$ cat src/rtl/encoder8x3_seq.sv
// encoder8x3_seq: sequential 8-to-3 event encoder.
// Accepts a multi-hot 8-bit vector over a valid/ready handshake and streams
// out one 3-bit index per set bit, in priority order selected by LSB_FIRST.
// Optional feature macro: ENCODER_ZERO_FLAG_EN (adds the zero port and turns
// an all-zero vector into a single flagged beat instead of dropping it).
module encoder8x3_seq #(
    parameter int LSB_FIRST = 1
) (
    input  logic       clk,
    input  logic       rst,
    input  logic       in_valid,
    output logic       in_ready,
    input  logic [7:0] in,
    output logic       out_valid,
    input  logic       out_ready,
    output logic [2:0] out,
`ifdef ENCODER_ZERO_FLAG_EN
    output logic       zero,
`endif
    output logic       out_last
);

    typedef enum logic [0:0] {
        ST_IDLE = 1'b0,
        ST_EMIT = 1'b1
    } state_t;

    state_t     state_q,     state_d;
    logic [7:0] pending_q,   pending_d;
    logic [2:0] out_q,       out_d;
    logic       out_last_q,  out_last_d;
    logic       out_valid_q, out_valid_d;
    logic       in_ready_q,  in_ready_d;
    logic       zero_q,      zero_d;
    logic [7:0] remain_s;

    // Index of the highest-priority set bit; 0 when the vector is empty.
    function automatic logic [2:0] pick_idx(input logic [7:0] v);
        logic [2:0] idx;
        idx = 3'd0;
        if (LSB_FIRST != 0) begin
            for (int i = 7; i >= 0; i--) begin
                if (v[i]) begin
                    idx = 3'(i);
                end else begin
                    idx = idx;
                end
            end
        end else begin
            for (int i = 0; i < 8; i++) begin
                if (v[i]) begin
                    idx = 3'(i);
                end else begin
                    idx = idx;
                end
            end
        end
        return idx;
    endfunction

    // True when exactly one bit of the vector is set.
    function automatic logic is_single(input logic [7:0] v);
        return (v != 8'h00) && ((v & (v - 8'd1)) == 8'h00);
    endfunction

    // Next-state, pending-vector and registered-output computation.
    always_comb begin
        state_d     = state_q;
        pending_d   = pending_q;
        out_d       = out_q;
        out_last_d  = out_last_q;
        out_valid_d = out_valid_q;
        in_ready_d  = in_ready_q;
        zero_d      = zero_q;
        remain_s    = pending_q & ~(8'b0000_0001 << out_q);
        case (state_q)
            ST_IDLE: begin
                in_ready_d  = 1'b1;
                out_valid_d = 1'b0;
                if (in_valid && in_ready_q) begin
                    if (in != 8'h00) begin
                        pending_d   = in;
                        out_d       = pick_idx(in);
                        out_last_d  = is_single(in);
                        out_valid_d = 1'b1;
                        in_ready_d  = 1'b0;
                        zero_d      = 1'b0;
                        state_d     = ST_EMIT;
                    end else begin
`ifdef ENCODER_ZERO_FLAG_EN
                        // Empty vector becomes one flagged final beat.
                        pending_d   = 8'h00;
                        out_d       = 3'd0;
                        out_last_d  = 1'b1;
                        out_valid_d = 1'b1;
                        in_ready_d  = 1'b0;
                        zero_d      = 1'b1;
                        state_d     = ST_EMIT;
`else
                        // Empty vector is consumed silently.
                        state_d     = ST_IDLE;
`endif
                    end
                end else begin
                    state_d = ST_IDLE;
                end
            end
            ST_EMIT: begin
                if (out_ready) begin
                    pending_d = remain_s;
                    if (out_last_q) begin
                        state_d     = ST_IDLE;
                        out_valid_d = 1'b0;
                        out_last_d  = 1'b0;
                        in_ready_d  = 1'b1;
                        zero_d      = 1'b0;
                    end else begin
                        out_d      = pick_idx(remain_s);
                        out_last_d = is_single(remain_s);
                        zero_d     = 1'b0;
                    end
                end else begin
                    state_d = ST_EMIT;
                end
            end
            default: begin
                state_d     = ST_IDLE;
                pending_d   = 8'h00;
                out_d       = 3'd0;
                out_last_d  = 1'b0;
                out_valid_d = 1'b0;
                in_ready_d  = 1'b0;
                zero_d      = 1'b0;
            end
        endcase
    end

    // State and output registers with synchronous reset.
    always_ff @(posedge clk) begin
        if (rst) begin
            state_q     <= ST_IDLE;
            pending_q   <= 8'h00;
            out_q       <= 3'd0;
            out_last_q  <= 1'b0;
            out_valid_q <= 1'b0;
            in_ready_q  <= 1'b0;
            zero_q      <= 1'b0;
        end else begin
            state_q     <= state_d;
            pending_q   <= pending_d;
            out_q       <= out_d;
            out_last_q  <= out_last_d;
            out_valid_q <= out_valid_d;
            in_ready_q  <= in_ready_d;
            zero_q      <= zero_d;
        end
    end

    assign in_ready  = in_ready_q;
    assign out_valid = out_valid_q;
    assign out       = out_q;
    assign out_last  = out_last_q;
`ifdef ENCODER_ZERO_FLAG_EN
    assign zero      = zero_q;
`else
    logic unused_zero_s;
    assign unused_zero_s = zero_q;
`endif

endmodule

$ cat config.mk
export PLATFORM = sky130hd
export DESIGN_NAME = encoder8x3_seq
export DESIGN_NICKNAME = d
export VERILOG_FILES = /design/src/rtl/encoder8x3_seq.sv
export SDC_FILE = /design/constraint.sdc
export NUM_CORES = 1
export LEC_CHECK = 0
export BUFFER_PORTS_ARGS = -buffer_cell sky130_fd_sc_hd__buf_2
export CORE_MARGIN = 2
export CORE_UTILIZATION = 60
export DETAILED_ROUTE_END_ITERATION = 16
export GPL_TIMING_DRIVEN = 0
export PLACE_DENSITY = 0.83
export SETUP_SLACK_MARGIN = 0.05
export SLEW_MARGIN = 10
export SYNTH_ARGS = -nofsm -noshare
export SYNTH_HDL_FRONTEND = slang
export SYNTH_SLANG_ARGS = --single-unit
export TNS_END_PERCENT = 1
$ cat constraint.sdc
create_clock -name clk -period 2.81 [get_ports clk]
set_input_delay 0.7025 -clock clk [delete_from_list [all_inputs] [get_ports clk]]
set_output_delay 0.7025 -clock clk [all_outputs]
set_load 0.01 [all_outputs]
# Yosys cells after proc, flatten, opt, wreduce, memory -nomap -nowiden
# Cells that the tools add are included.
# word_totals
output_inout_bits,6
input_bits,12
ff_bits,15
# op_classes
addsub,2
eq_ne,5
n_reduce_logical,10
muxes,43
shift,1
n_bitwise,5
# ops
operator,n
2-to-1 mux 3 bit,20
AND 8 bit,3
2-to-1 mux 8 bit,3
zero test 8 bit,2
one-hot mux 8 bit (2 select lines),1
nonzero test 8 bit,2
subtractor 8 x 1 -> 8 bit (second input constant),2
2-to-1 mux 1 bit,14
inequality test 2 bit (second input constant),4
inverter 8 bit,1
one-hot mux 1 bit (2 select lines),4
<< shifter 1 x 3 -> 8 bit (first input constant),1
one-hot mux 3 bit (2 select lines),1
AND reduction 4 bit,1
logical AND 1 bit,3
AND reduction 3 bit,1
inequality test 2 x 1 -> 1 bit (second input constant),1
AND reduction 2 bit,1
inverter 1 bit,1

# Depth between registers and ports, before layout
# Gate-level depths: netlist of run 1.
# depth
depth_word,14
mapped_depth,7
mapped_depth_nobuf,5

# Least setup slack after synthesis of run 1
# Ideal clock, no wire load.
# synth_path
path_type,input -> register
start,input port in[3]
end,"register out_last_q, in the netlist out_last"
path_buffers,0
arrival_ns,2.045
path_stages,5
setup_time_ns,0.059
path_slack_ns,0.706
cell_sequence,or4_4 or4_1 and3_1 o2bb2ai_1 a32o_2
# synth_between
elab_chain_len,7
elab_cells_between_ends,10
# synth_rtl
item,line_no,text
start: declaration,13,"input logic [7:0] in,"
subtractor 8 x 1 -> 8 bit,63,return (v != 8'h00) && ((v & (v - 8'd1)) == 8'h00);
AND 8 bit,63,
zero test 8 bit,63,
logical AND 1 bit,63,
2-to-1 mux 1 bit,81,if (in != 8'h00) begin
2-to-1 mux 1 bit,80,if (in_valid && in_ready_q) begin
one-hot mux 1 bit (2 select lines),76,case (state_q)
end signal: assignment,152,out_last_q <= out_last_d;
end: declaration,31,"logic out_last_q, out_last_d;"
# Several ways; a longest one is shown, not always the timed one. The select of a mux whose other input is x is not followed.
# A chain may end at the register's enable or synchronous reset.

# Worst setup path in the final report of run 1
# layout_path
start,input port in[4]
end,"register out_q[0], in the netlist out[0]"
# layout_between
elab_chain_len,8
elab_cells_between_ends,11
# layout_rtl
item,line_no,text
2-to-1 mux 3 bit (5 in a row),43,if (v[i]) begin
2-to-1 mux 3 bit,81,
2-to-1 mux 3 bit,80,
one-hot mux 3 bit (2 select lines),76,
end signal: assignment,151,out_q <= out_d;
end: declaration,30,"logic [2:0] out_q, out_d;"
# Several ways; a longest one is shown, not always the timed one. The select of a mux whose other input is x is not followed.

==> PnR_summary.wiki, run 1 <==
{| class="wikitable"
! Metric !! Value
|-
| Run status || completed
|-
| DP HPWL || approximately 2400 um
|-
| Launch point of the worst hold path || out_valid
|-
| Total routing resource utilization after global routing || 0.287
|-
| Cell family with the largest share of critical-path delay || compound AO/OA/AOI/OAI gates
|-
| Crit Path Class || input pin to flop
|-
| Number of cell instances on the worst register-to-register path || 6
|-
| Vias in the first global route || between 1000 and 1500
|-
| Share of layout cells above drive strength 1 || 0.148
|-
| Final #Nets || between 200 and 250
|-
| Worst vdd ir || 282 uV
|-
| Wire length of the first global-routing pass || about 5600 um
|-
| Shortest period the worst path allows || between 2 and 2.5 ns
|-
| CTS Buffer Depth || 2
|-
| Most common flop cell mapped by yosys || dfxtp_1
|-
| # hold bufs at CTS || 0
|-
| Total count of max-transition violations in the final report || 0
|-
| Area of the mapped netlist || 0.00124 mm^2
|-
| Critical path's largest stage delay || around 0.51 ns
|-
| Number of vias per cell after detailed routing || approximately 6.3
|-
| Largest net degree at the start of global routing || 11
|-
| Clock latency on the worst-skew pair || about 0.28 ns
|-
| Post-CTS setup-driven buffer insertion count || 0
|-
| Number of cells on the worst hold path || 2
|-
| Antenna-violating nets left || 0
|-
| Number of warnings reported in the yosys synthesis log || 0
|-
| Cell Pwr Density || 421 mW/mm^2
|-
| Number of cells after detailed placement || 219
|-
| Synth cell types || 50
|-
| Arrival time reported for the critical path endpoint || about 2.4 ns
|-
| Post-cts sizing count || 0
|-
| Last weighted congestion value of the routability-driven placer || ~0.85
|-
| Die Ht || about 50 um
|-
| FF+latch count, synth || 15
|-
| Die width || approximately 50 um
|-
| Fin cells || 223
|-
| Top cells by count, synth || a21oi_1 (16), nand2_1 (16), nor2_1 (16), o21ai_0 (16), dfxtp_1 (15)
|-
| Number of enable-type register cells in the synthesized netlist || 0
|-
| Count of antenna diodes in the layout || 0
|-
| RSZ-0062 raised after global routing || false
|-
| TritonCTS sink count || 15
|-
| Inserted Clock Buffers || 3
|-
| Setup TNS || 0 ns
|-
| Iteration count of the initial detailed-routing pass || 4
|-
| First-iteration detailed-routing DRC count || 64
|-
| Area Growth Syn to Fin || 11.3%
|-
| CTS H-tree lvls || 1
|-
| Start of the worst register-to-register path || out[1]
|-
| Capturing point of the worst reg2reg path || out_last
|-
| Highest fanout seen on the critical path || 10
|-
| Critical path endpoint category || flop
|-
| Total Wirelength || 3250 um
|-
| Share of the cycle needed by the critical path after routing || 0.779
|-
| Ys async rst share || 0
|-
| Die area || roughly 0.0025 mm^2
|-
| Share of the synthesized area in the top cell type || 0.241
|-
| Sequential-to-total area share from yosys stat || 0.241
|-
| WL/cell || 14.6 um
|-
| Relative slew slack || 0.648
|-
| Final Skew || slightly above 0.008 ns
|-
| Endpoint of the worst hold path || out_valid
|-
| Vias after detailed routing || approximately 1400
|-
| Most area-hungry cell type in the Yosys netlist || dfxtp_1
|-
| Final setup violation count || 0
|-
| Drc violations || 0
|-
| Worst path required time || 2.99 ns
|-
| Pin slew with the least headroom to its limit || between 0.5 and 0.6 ns
|-
| Minimum setup slack among reg-to-reg paths || between 0.7 and 0.8 ns
|-
| Grt total ovfl || 0
|-
| Clock slew seen by the registers of the worst setup and hold paths || 0.10 ns
|-
| Core area || ~0.0020 mm^2
|-
| Cells after Synth || ~180
|-
| Post-Syn Nets || 188
|-
| Max-Cap Viols || 0
|-
| CP Buf/Inv Count || 1
|-
| Launching element type of the critical path || input pin
|-
| Class of the tightest hold or removal check || flop to flop
|-
| Final worst hold slack || 0.474 ns
|-
| Crit path max-delay cell type || nor4_1
|-
| Cell types occupying the most area after synthesis || dfxtp_1 (24%), a21oi_1 (6.4%), o21ai_0 (6.4%), nand2_1 (4.8%), nor2_1 (4.8%)
|-
| Cell seen most often among critical-path stages || nor4_1
|-
| CTS tree || built
|-
| Count of input and output buffers || 16
|-
| Cell at the root of the clock tree || clkbuf_4
|-
| Fill cell total of the finished layout || between 150 and 200
|-
| Reported leakage power || about 0.5 nW
|-
| Total I/O pin count || 18
|-
| Fmax || ~460 MHz
|-
| Number of core rows || 16
|-
| Effective utilization at floorplan || 0.635
|-
| Cell-by-cell trace of the critical path || clkbuf_2, nor4_1, a211oi_1, a21oi_2, nor4_1, o32ai_1
|-
| Average size of a mapped cell || 7.07 um^2
|-
| Number of antenna violations at the first check in global routing || 0
|-
| Final-report hold violation count || 0
|}
==> final cells by class <==
cell class              count  area (um^2)  area share
flip-flops and latches     15          300       0.217
well taps                  27         33.8      0.0244
repair buffers             16         80.1      0.0578
multi-input cells         144          866       0.625
plain buffers              13         63.8      0.0461
clock buffers               4         26.3      0.0190
inverters                   4         15.0      0.0108
==> flip-flops by register name (all words and copies together), names as in the netlist <==
name	count
in_ready	1
out	3
out_last	1
out_valid	1
pending_q	8
state_q	1
==> logic make-up (layout without fill, tap and decap cells) <==
| group | count (synthesis) | in the layout | synth area share |
|---|---|---|---|
| AOI/OAI and AO/OA | 61 | 61 | 0.317 |
| xor gates and xnor gates | 2 | 2 | 0.0141 |
| adders and majority gates | 1 | 1 | 0.00804 |
| buffers and inverters | 17 | 37 | 0.0633 |
| DFF | 15 | 15 | 0.241 |
| and+or+nand+nor | 80 | 80 | 0.357 |
==> tightest hold or removal path: stages (launching register included) <==
cell and delay [ns]:
dfxtp_1 0.32, nand2_1 0.05, a21oi_1 0.06
==> per-stage QoR <==
stage                     setup WS (ns)  power, mW   util  area [um^2]
final                             0.620      0.583  0.706         1390
after global routing              0.471      0.621  0.706         1390
after CTS                         0.672      0.579  0.706         1390
after detailed placement          0.388      0.456  0.693         1360
after global placement            0.436      0.451  0.693         1360
after floorplan                   0.706      0.397      -         1240
==> power by group <==
group	total [mW]	internal [mW]	switching (mW)
clock network	0.127	0.0551	0.0717
logic	0.213	0.0867	0.126
registers	0.244	0.228	0.0156
==> cells in the final DEF, fill, tap and decap left out, drive strengths merged, types with 3 or more instances in the layout <==
cell type	netlist	layout
buf	4	20
a21oi	17	17
nand2	16	16
nor2	16	16
o21ai	16	16
dfxtp	15	15
clkbuf	9	13
nor3	9	9
nor2b	8	8
and2	6	6
nor4	5	5
inv	4	4
nor4b	3	3
nor4bb	3	3
o21bai	3	3
nand2b	3	3
o211ai	3	3
==> layer usage <==
layer / vias to the layer above / wire length [um] / GRT usage
met5: - / 0 / 0
met4: 0 / 13 / 0.0741
met3: 2 / 219 / 0.0364
met2: 62 / 1510 / 0.464
met1: 651 / 1510 / 0.403
li1: 691 / - / -
==> worst max-delay path by stage <==
stage                      from  endpoint  cells after the start
after floorplan           in[3]  out_last                      5
after global placement    in[3]    out[0]                      6
after detailed placement  in[4]    out[0]                      6
after CTS                 in[4]    out[0]                      6
after global routing      in[4]    out[0]                      6
final                     in[4]    out[0]                      6
Power figures use the tool's default switching activity.
==> run 2: changes to the inputs <==
CORE_UTILIZATION = 56   (was 60)
PLACE_DENSITY = 0.78   (was 0.83)
clock period = 2.1 ns   (was 2.81 ns; I/O delays follow)
==> run 2 against run 1 <==
Compared with the run above:
- clock skew shrank 0.0075 ns
- via count shrank 0.14%
- cell area grew 0.90%
- setup slack lost 0.42 ns
- non-clock buffer count is the same
- sequential power grew 34%
- sequential cell count is the same
- register-to-register slack lost 0.59 ns
- final cell count grew 0.45%
- wire length grew 3.2%
- die area grew 6.6%
- first-iteration DRC count shrank 17%
- critical path type is now flop to flop
==> PnR_summary.wiki, run 2 (synthesis gave the netlist of run 1 again) <==
{| class="wikitable"
! Metric !! Value
|-
| Run status || completed
|-
| CTS tree || built
|-
| Drc violations || 0 (unchanged)
|-
| Die area || 0.00262 mm^2 (+6.6%)
|-
| Final setup violation count || 0 (unchanged)
|-
| Worst vdd ir || 407 uV (+45%)
|-
| WL/cell || 15.0 um (+2.7%)
|-
| TritonCTS sink count || 15 (unchanged)
|-
| Capturing point of the worst reg2reg path || out_last
|-
| Relative slew slack || 0.665 (+0.0171)
|-
| Reg area || 300 um^2 (unchanged)
|-
| Clock slew seen by the registers of the worst setup and hold paths || 0.09 ns (about the same)
|-
| CTS Buffer Depth || 2 (unchanged)
|-
| Critical path endpoint category || flop
|-
| Fill cell total of the finished layout || 202 (+5.2%)
|-
| Die width || 51.2 um (+3.2%)
|-
| Effective utilization at floorplan || 0.579 (-0.0551)
|-
| Total Wirelength || 3350 um (+3.2%)
|-
| Finished layout cell area || 0.00140 mm^2 (+0.90%)
|-
| Cell Pwr Density || 558 mW/mm^2 (+33%)
|-
| Total I/O pin count || 18 (unchanged)
|-
| Final worst hold slack || 0.463 ns (-0.0106 ns)
|-
| Endpoint of the worst hold path || out_valid
|-
| Cell-by-cell trace of the critical path || clkbuf_2, buf_2, nor4b_1, nor3_1, nor2_1, o211ai_1, a32o_2
|-
| Share of layout cells above drive strength 1 || 0.173 (+0.0255)
|-
| Number of core rows || 17 (+1)
|-
| Leading cell type in the layout, fill and taps excluded || buf_2
|-
| Flip-flop count of the largest register, all copies and words added || 8 (unchanged)
|-
| Number of antenna violations at the first check in global routing || 0 (unchanged)
|-
| Die Ht || 51.2 um (+3.2%)
|-
| Total count of max-transition violations in the final report || 0 (unchanged)
|-
| Pin slew with the least headroom to its limit || 0.498 ns (-0.0254 ns)
|-
| CTS H-tree lvls || 1 (unchanged)
|-
| Launching element type of the critical path || flop
|-
| Clock latency on the worst-skew pair || 0.28 ns (about the same)
|-
| Shortest period the worst path allows || approximately 1.9 ns
|-
| Vias after detailed routing || 1404 (-0.14%)
|-
| Worst path required time || 2.29 ns (-0.70 ns)
|-
| Final-report hold violation count || 0 (unchanged)
|-
| Launch point of the worst hold path || out_valid
|-
| Count of antenna diodes in the layout || 0 (unchanged)
|-
| Largest net degree at the start of global routing || 11 (unchanged)
|-
| Number of cell instances on the worst register-to-register path || 7 (+1)
|-
| Cell at the root of the clock tree || clkbuf_4
|-
| Minimum setup slack among reg-to-reg paths || 0.20 ns (-0.59 ns)
|-
| Antenna-violating nets left || 0 (unchanged)
|-
| Grt total ovfl || 0 (unchanged)
|-
| Count of input and output buffers || 16 (unchanged)
|-
| Cell Area, Placed || 0.00136 mm^2 (about the same)
|-
| Crit path max-delay cell type || dfxtp_1
|-
| Start of the worst register-to-register path || out[0]
|-
| Reported leakage power || 0.509 nW (+2.7%)
|-
| Last weighted congestion value of the routability-driven placer || 0.864 (+1.5%)
|-
| First-iteration detailed-routing DRC count || 53 (-17%)
|-
| Class of the tightest hold or removal check || flop to flop
|-
| Multi-input gate area || 872 um^2 (+0.72%)
|-
| Inserted Clock Buffers || 3 (unchanged)
|-
| RSZ-0062 raised after global routing || true
|-
| DP HPWL || 2460 um (+2.4%)
|-
| Wire length of the first global-routing pass || 5490 um (-1.7%)
|-
| Final Skew || 0.000730 ns (-0.00751 ns)
|-
| Crit Path Class || flop to flop
|-
| Max-Cap Viols || 0 (unchanged)
|-
| Area Growth Syn to Fin || 12.3%
|-
| Share of the cycle needed by the critical path after routing || 0.903
|-
| Top library cells by usage in the layout, fill and taps aside || buf_2 (18), nand2_1 (16), nor2_1 (16), a21oi_1 (16), o21ai_0 (16)
|-
| Final #Nets || 209 (unchanged)
|-
| Largest Register || pending_q
|-
| Number of cells on the worst hold path || 2 (unchanged)
|-
| Iteration count of the initial detailed-routing pass || 4 (unchanged)
|-
| Arrival time reported for the critical path endpoint || 2.08 ns (-0.29 ns)
|-
| Fmax || about 530 MHz
|-
| Number of vias per cell after detailed routing || 6.27 (-0.59%)
|-
| Critical path's largest stage delay || 0.35 ns (-0.16 ns)
|-
| Highest fanout seen on the critical path || 10 (unchanged)
|-
| Vias in the first global route || 1238 (-2.8%)
|-
| Core area || 0.00215 mm^2 (+9.5%)
|-
| Total routing resource utilization after global routing || 0.273 (-0.0140)
|-
| Post-CTS setup-driven buffer insertion count || 0 (unchanged)
|}
run 2: changes by cell type in the layout (fill, tap and decap cells not counted):
cell	previous run	this run
nor4_1	5	4
clkbuf_1	9	5
nor4_2	0	1
clkinv_2	0	1
clkbuf_2	1	4
run 2: how the worst max path moves through the flow:
stage | from | to | cells after the start
CTS | out[0] | out_last | 7
detailed placement | in[4] | pending_q[1] | 6
finish | out[0] | out_last | 7
floorplan | in[3] | out_last | 5
global placement | in[3] | out_last | 6
global route | out[0] | out_last | 7
run 2: worst max-delay path, delay by kind of cell (launching register included):
kind	cells	cell delay, ns
AO/OA/AOI/OAI	2	0.38
buffers and inverters	2	0.45
flip-flops	1	0.35
AND/OR/NAND/NOR	3	0.62
run 2: final cells by class:
| type | count | share of cell area |
|---|---|---|
| timing repair buffer | 16 | 0.0573 |
| clock buffer | 3 | 0.0161 |
| clock inverter | 1 | 0.00358 |
| inverter | 4 | 0.0107 |
| tap | 28 | 0.0251 |
| sequential | 15 | 0.215 |
| multi-input combinational | 144 | 0.624 |
| buffer | 13 | 0.0483 |
run 2: where the power goes:
part / total, mW / internal [mW] / switching, mW / leakage [nW]
Clock: 0.164 / 0.0708 / 0.0934 / 0.0177
Sequential: 0.327 / 0.305 / 0.0213 / 0.123
Combinational: 0.290 / 0.118 / 0.172 / 0.368
Total: 0.780 / 0.494 / 0.287 / 0.509
run 2: what timing repair did:
action	in CTS	in global routing
endpoints found under the setup margin	0	5
gates resized for setup	0	7
hold buffers	0	0
run 2: per-stage QoR:
step	util	total power, mW	setup slack (ns)	TNS [ns]	std cells
after floorplan	-	0.531	0.174	0	176
after global placement	0.633	0.606	-0.0785	-0.241	220
after detailed placement	0.633	0.612	-0.0996	-0.667	220
after CTS	0.646	0.774	0.143	0	224
after global routing	0.651	0.828	0.0424	0	224
final	0.651	0.780	0.204	0	224
run 2: layer usage:
layer	wire length, um	GRT usage	vias to the layer above
li1	-	-	697
met1	1640	0.374	658
met2	1540	0.450	43
met3	130	0.0205	6
met4	34	0.0991	0
met5	0	0	-
==> run 3: changes to the inputs <==
BUFFER_PORTS_ARGS = -buffer_cell sky130_fd_sc_hd__clkbuf_2   (was -buffer_cell sky130_fd_sc_hd__buf_2)
==> run 3 against run 2 <==
Compared with the run above:
- clock power about the same
- power decreased by 0.42%
- cell area decreased by 0.45%
- largest power group unchanged
- highest routed layer unchanged
==> PnR_summary.wiki, run 3 (synthesis gave the netlist of run 1 again) <==
{| class="wikitable"
! Metric !! Value
|-
| Run status || completed
|-
| Arrival time reported for the critical path endpoint || 2.13 ns (+0.05 ns)
|-
| Reported leakage power || 0.507 nW (-0.38%)
|-
| Critical path's largest stage delay || 0.53 ns (+0.18 ns)
|-
| Shortest period the worst path allows || 1.93 ns (+0.0337 ns)
|-
| # hold bufs at CTS || 0 (unchanged)
|-
| Start of the worst register-to-register path || out[0]
|-
| Largest Register || pending_q
|-
| Pin slew with the least headroom to its limit || 0.547 ns (+0.0493 ns)
|-
| Total I/O pin count || 18 (unchanged)
|-
| Leading cell type in the layout, fill and taps excluded || clkbuf_2
|-
| Cell-by-cell trace of the critical path || clkbuf_2, nor4_1, a211oi_1, a21oi_2, nor4_1, o32ai_1
|-
| Number of core rows || 17 (unchanged)
|-
| Fill cell total of the finished layout || 210 (+4.0%)
|-
| Final #Nets || 209 (unchanged)
|-
| Cell at the root of the clock tree || clkbuf_4
|-
| Antenna-violating nets left || 0 (unchanged)
|-
| Cell Area, Placed || 0.00136 mm^2 (unchanged)
|-
| Cell seen most often among critical-path stages || nor4_1
|-
| Fmax || 518 MHz (-1.7%)
|-
| Number of antenna violations at the first check in global routing || 0 (unchanged)
|-
| Last weighted congestion value of the routability-driven placer || 0.846 (-2.1%)
|-
| Number of cell instances on the worst register-to-register path || 7 (unchanged)
|-
| Top library cells by usage in the layout, fill and taps aside || clkbuf_2 (20), nand2_1 (16), nor2_1 (16), a21oi_1 (16), o21ai_0 (16)
|-
| Largest net degree at the start of global routing || 11 (unchanged)
|-
| Worst setup path startpoint || in[3]
|-
| End-of-flow core utilization || 0.648 (-0.00291)
|-
| Count of input and output buffers || 16 (unchanged)
|-
| Total count of max-transition violations in the final report || 0 (unchanged)
|-
| Share of layout cells above drive strength 1 || 0.168 (-0.00510)
|-
| Die Ht || 51.2 um (unchanged)
|-
| Effective utilization at floorplan || 0.579 (unchanged)
|-
| TritonCTS sink count || 15 (unchanged)
|-
| Final-report hold violation count || 0 (unchanged)
|-
| Max-Cap Viols || 0 (unchanged)
|-
| Clock slew seen by the registers of the worst setup and hold paths || 0.09 ns (about the same)
|-
| Net switching component of the power || 0.284 mW (-0.93%)
|-
| Sw Share || 0.365 (-0.00189)
|-
| Flip-flop count of the largest register, all copies and words added || 8 (unchanged)
|-
| Finished layout cell area || 0.00139 mm^2 (-0.45%)
|-
| Highest fanout seen on the critical path || 10 (unchanged)
|-
| Total routing resource utilization after global routing || 0.279 (+0.00558)
|-
| Post-CTS setup-driven buffer insertion count || 0 (unchanged)
|-
| CP Buf/Inv Count || 1 (-1)
|-
| Number of gates on the worst path with buffers counted || 6 (-1)
|-
| Reg area || 300 um^2 (unchanged)
|-
| Class of the tightest hold or removal check || flop to flop
|-
| Share of total power in the clock network || 0.210 (about the same)
|-
| Cell family with the largest share of critical-path delay || compound AO/OA/AOI/OAI gates
|-
| Share of the cycle needed by the critical path after routing || 0.919 (+0.0161)
|-
| Die area || 0.00262 mm^2 (unchanged)
|-
| Seq pwr share || 0.420 (+0.002)
|-
| Number of vias per cell after detailed routing || 6.16 (-1.8%)
|-
| Die width || 51.2 um (unchanged)
|-
| Cell Pwr Density || 559 mW/mm^2 (about the same)
|-
| Minimum setup slack among reg-to-reg paths || 0.23 ns (+0.03 ns)
|-
| Area Growth Syn to Fin || 11.8%
|-
| Combinational power share || 0.370 (about the same)
|-
| Clock latency on the worst-skew pair || 0.28 ns (about the same)
|-
| Vias after detailed routing || 1379 (-1.8%)
|-
| Total Wirelength || 3260 um (-2.7%)
|-
| Launching element type of the critical path || input pin
|-
| Final setup violation count || 0 (unchanged)
|-
| Count of antenna diodes in the layout || 0 (unchanged)
|-
| Drc violations || 0 (unchanged)
|-
| DP HPWL || 2460 um (about the same)
|-
| RSZ-0062 raised after global routing || true
|-
| Iteration count of the initial detailed-routing pass || 4 (unchanged)
|-
| Termination of the worst setup path || out[0]
|-
| Critical path endpoint category || flop
|-
| Vias in the first global route || 1232 (-0.48%)
|-
| Worst vdd ir || 402 uV (-1.3%)
|-
| Multi-input gate area || 866 um^2 (-0.72%)
|-
| Core area || 0.00215 mm^2 (unchanged)
|-
| Worst path required time || 2.30 ns (about the same)
|-
| Wire length of the first global-routing pass || 5580 um (+1.6%)
|-
| First-iteration detailed-routing DRC count || 69 (+30%)
|-
| CTS Buffer Depth || 2 (unchanged)
|-
| Final Skew || 0.00149 ns (+0.000765 ns)
|-
| CTS H-tree lvls || 1 (unchanged)
|-
| Capturing point of the worst reg2reg path || out_last
|-
| Inserted Clock Buffers || 3 (unchanged)
|-
| Relative slew slack || 0.632 (-0.0332)
|-
| WL/cell || 14.6 um (-2.7%)
|-
| P_int || 0.493 mW (-0.12%)
|-
| Crit path max-delay cell type || nor4_1
|-
| Grt total ovfl || 0 (unchanged)
|-
| Crit Path Class || input pin to flop
|-
| CTS tree || built
|}
## run 3: cell count changes in the layout (fill, tap and decap cells not counted), sizes merged
cell,previous run,this run
buf,20,4
clkbuf,12,28
## run 3: metal layers
layer	track usage	vias to the layer above	routed length (um)
li1	-	697	-
met2	0.448	56	1520
met3	0.0175	5	190
met5	0	-	0
met4	0.0901	0	30
met1	0.398	621	1520
## run 3: power by group through the flow
stage                     clock network, mW  registers (mW)  logic (mW)
after floorplan                           0           0.333       0.198
after global routing                  0.174           0.330       0.324
after global placement                    0           0.331       0.274
after detailed placement                  0           0.333       0.280
final                                 0.163           0.326       0.287
after CTS                             0.162           0.326       0.282
## run 3: what timing repair did
action	in CTS	in global routing
endpoints found under the hold margin	0	0
endpoints found under the setup margin	0	4
gates resized for setup	0	6
## run 3: per-stage QoR
stage / hold WS, ns / setup WS [ns] / total power [mW] / setup TNS (ns) / std cells
finish: 0.458 / 0.170 / 0.777 / 0 / 224
global route: 0.497 / 0.0105 / 0.829 / 0 / 224
CTS: 0.462 / 0.148 / 0.770 / 0 / 224
detailed placement: 0.450 / -0.123 / 0.613 / -0.856 / 220
global placement: 0.449 / -0.0783 / 0.606 / -0.294 / 220
floorplan: 0.474 / 0.174 / 0.531 / 0 / 176
## run 3: worst min path at each step
stage | depth (start not counted) | to | startpoint | slack (ns)
global route | 2 | out_valid | out_valid | 0.50
CTS | 2 | out_valid | out_valid | 0.46
floorplan | 2 | out_valid | out_valid | 0.47
finish | 2 | out_valid | out_valid | 0.46
detailed placement | 2 | out_valid | out_valid | 0.45
global placement | 2 | out_valid | out_valid | 0.45
## run 3: cell type report
class	count	share of cell area
timing repair buffer	16	0.0576
buffer	13	0.0486
tap	28	0.0252
clock buffer	3	0.0162
sequential	15	0.216
inverter	4	0.0108
multi-input combinational	144	0.622
clock inverter	1	0.00360
## run 3: worst min-delay path, delay by kind of cell (launching register included)
kind	cells	cell delay (ns)
flops	1	0.32
simple gates	1	0.05
compound gates	1	0.05
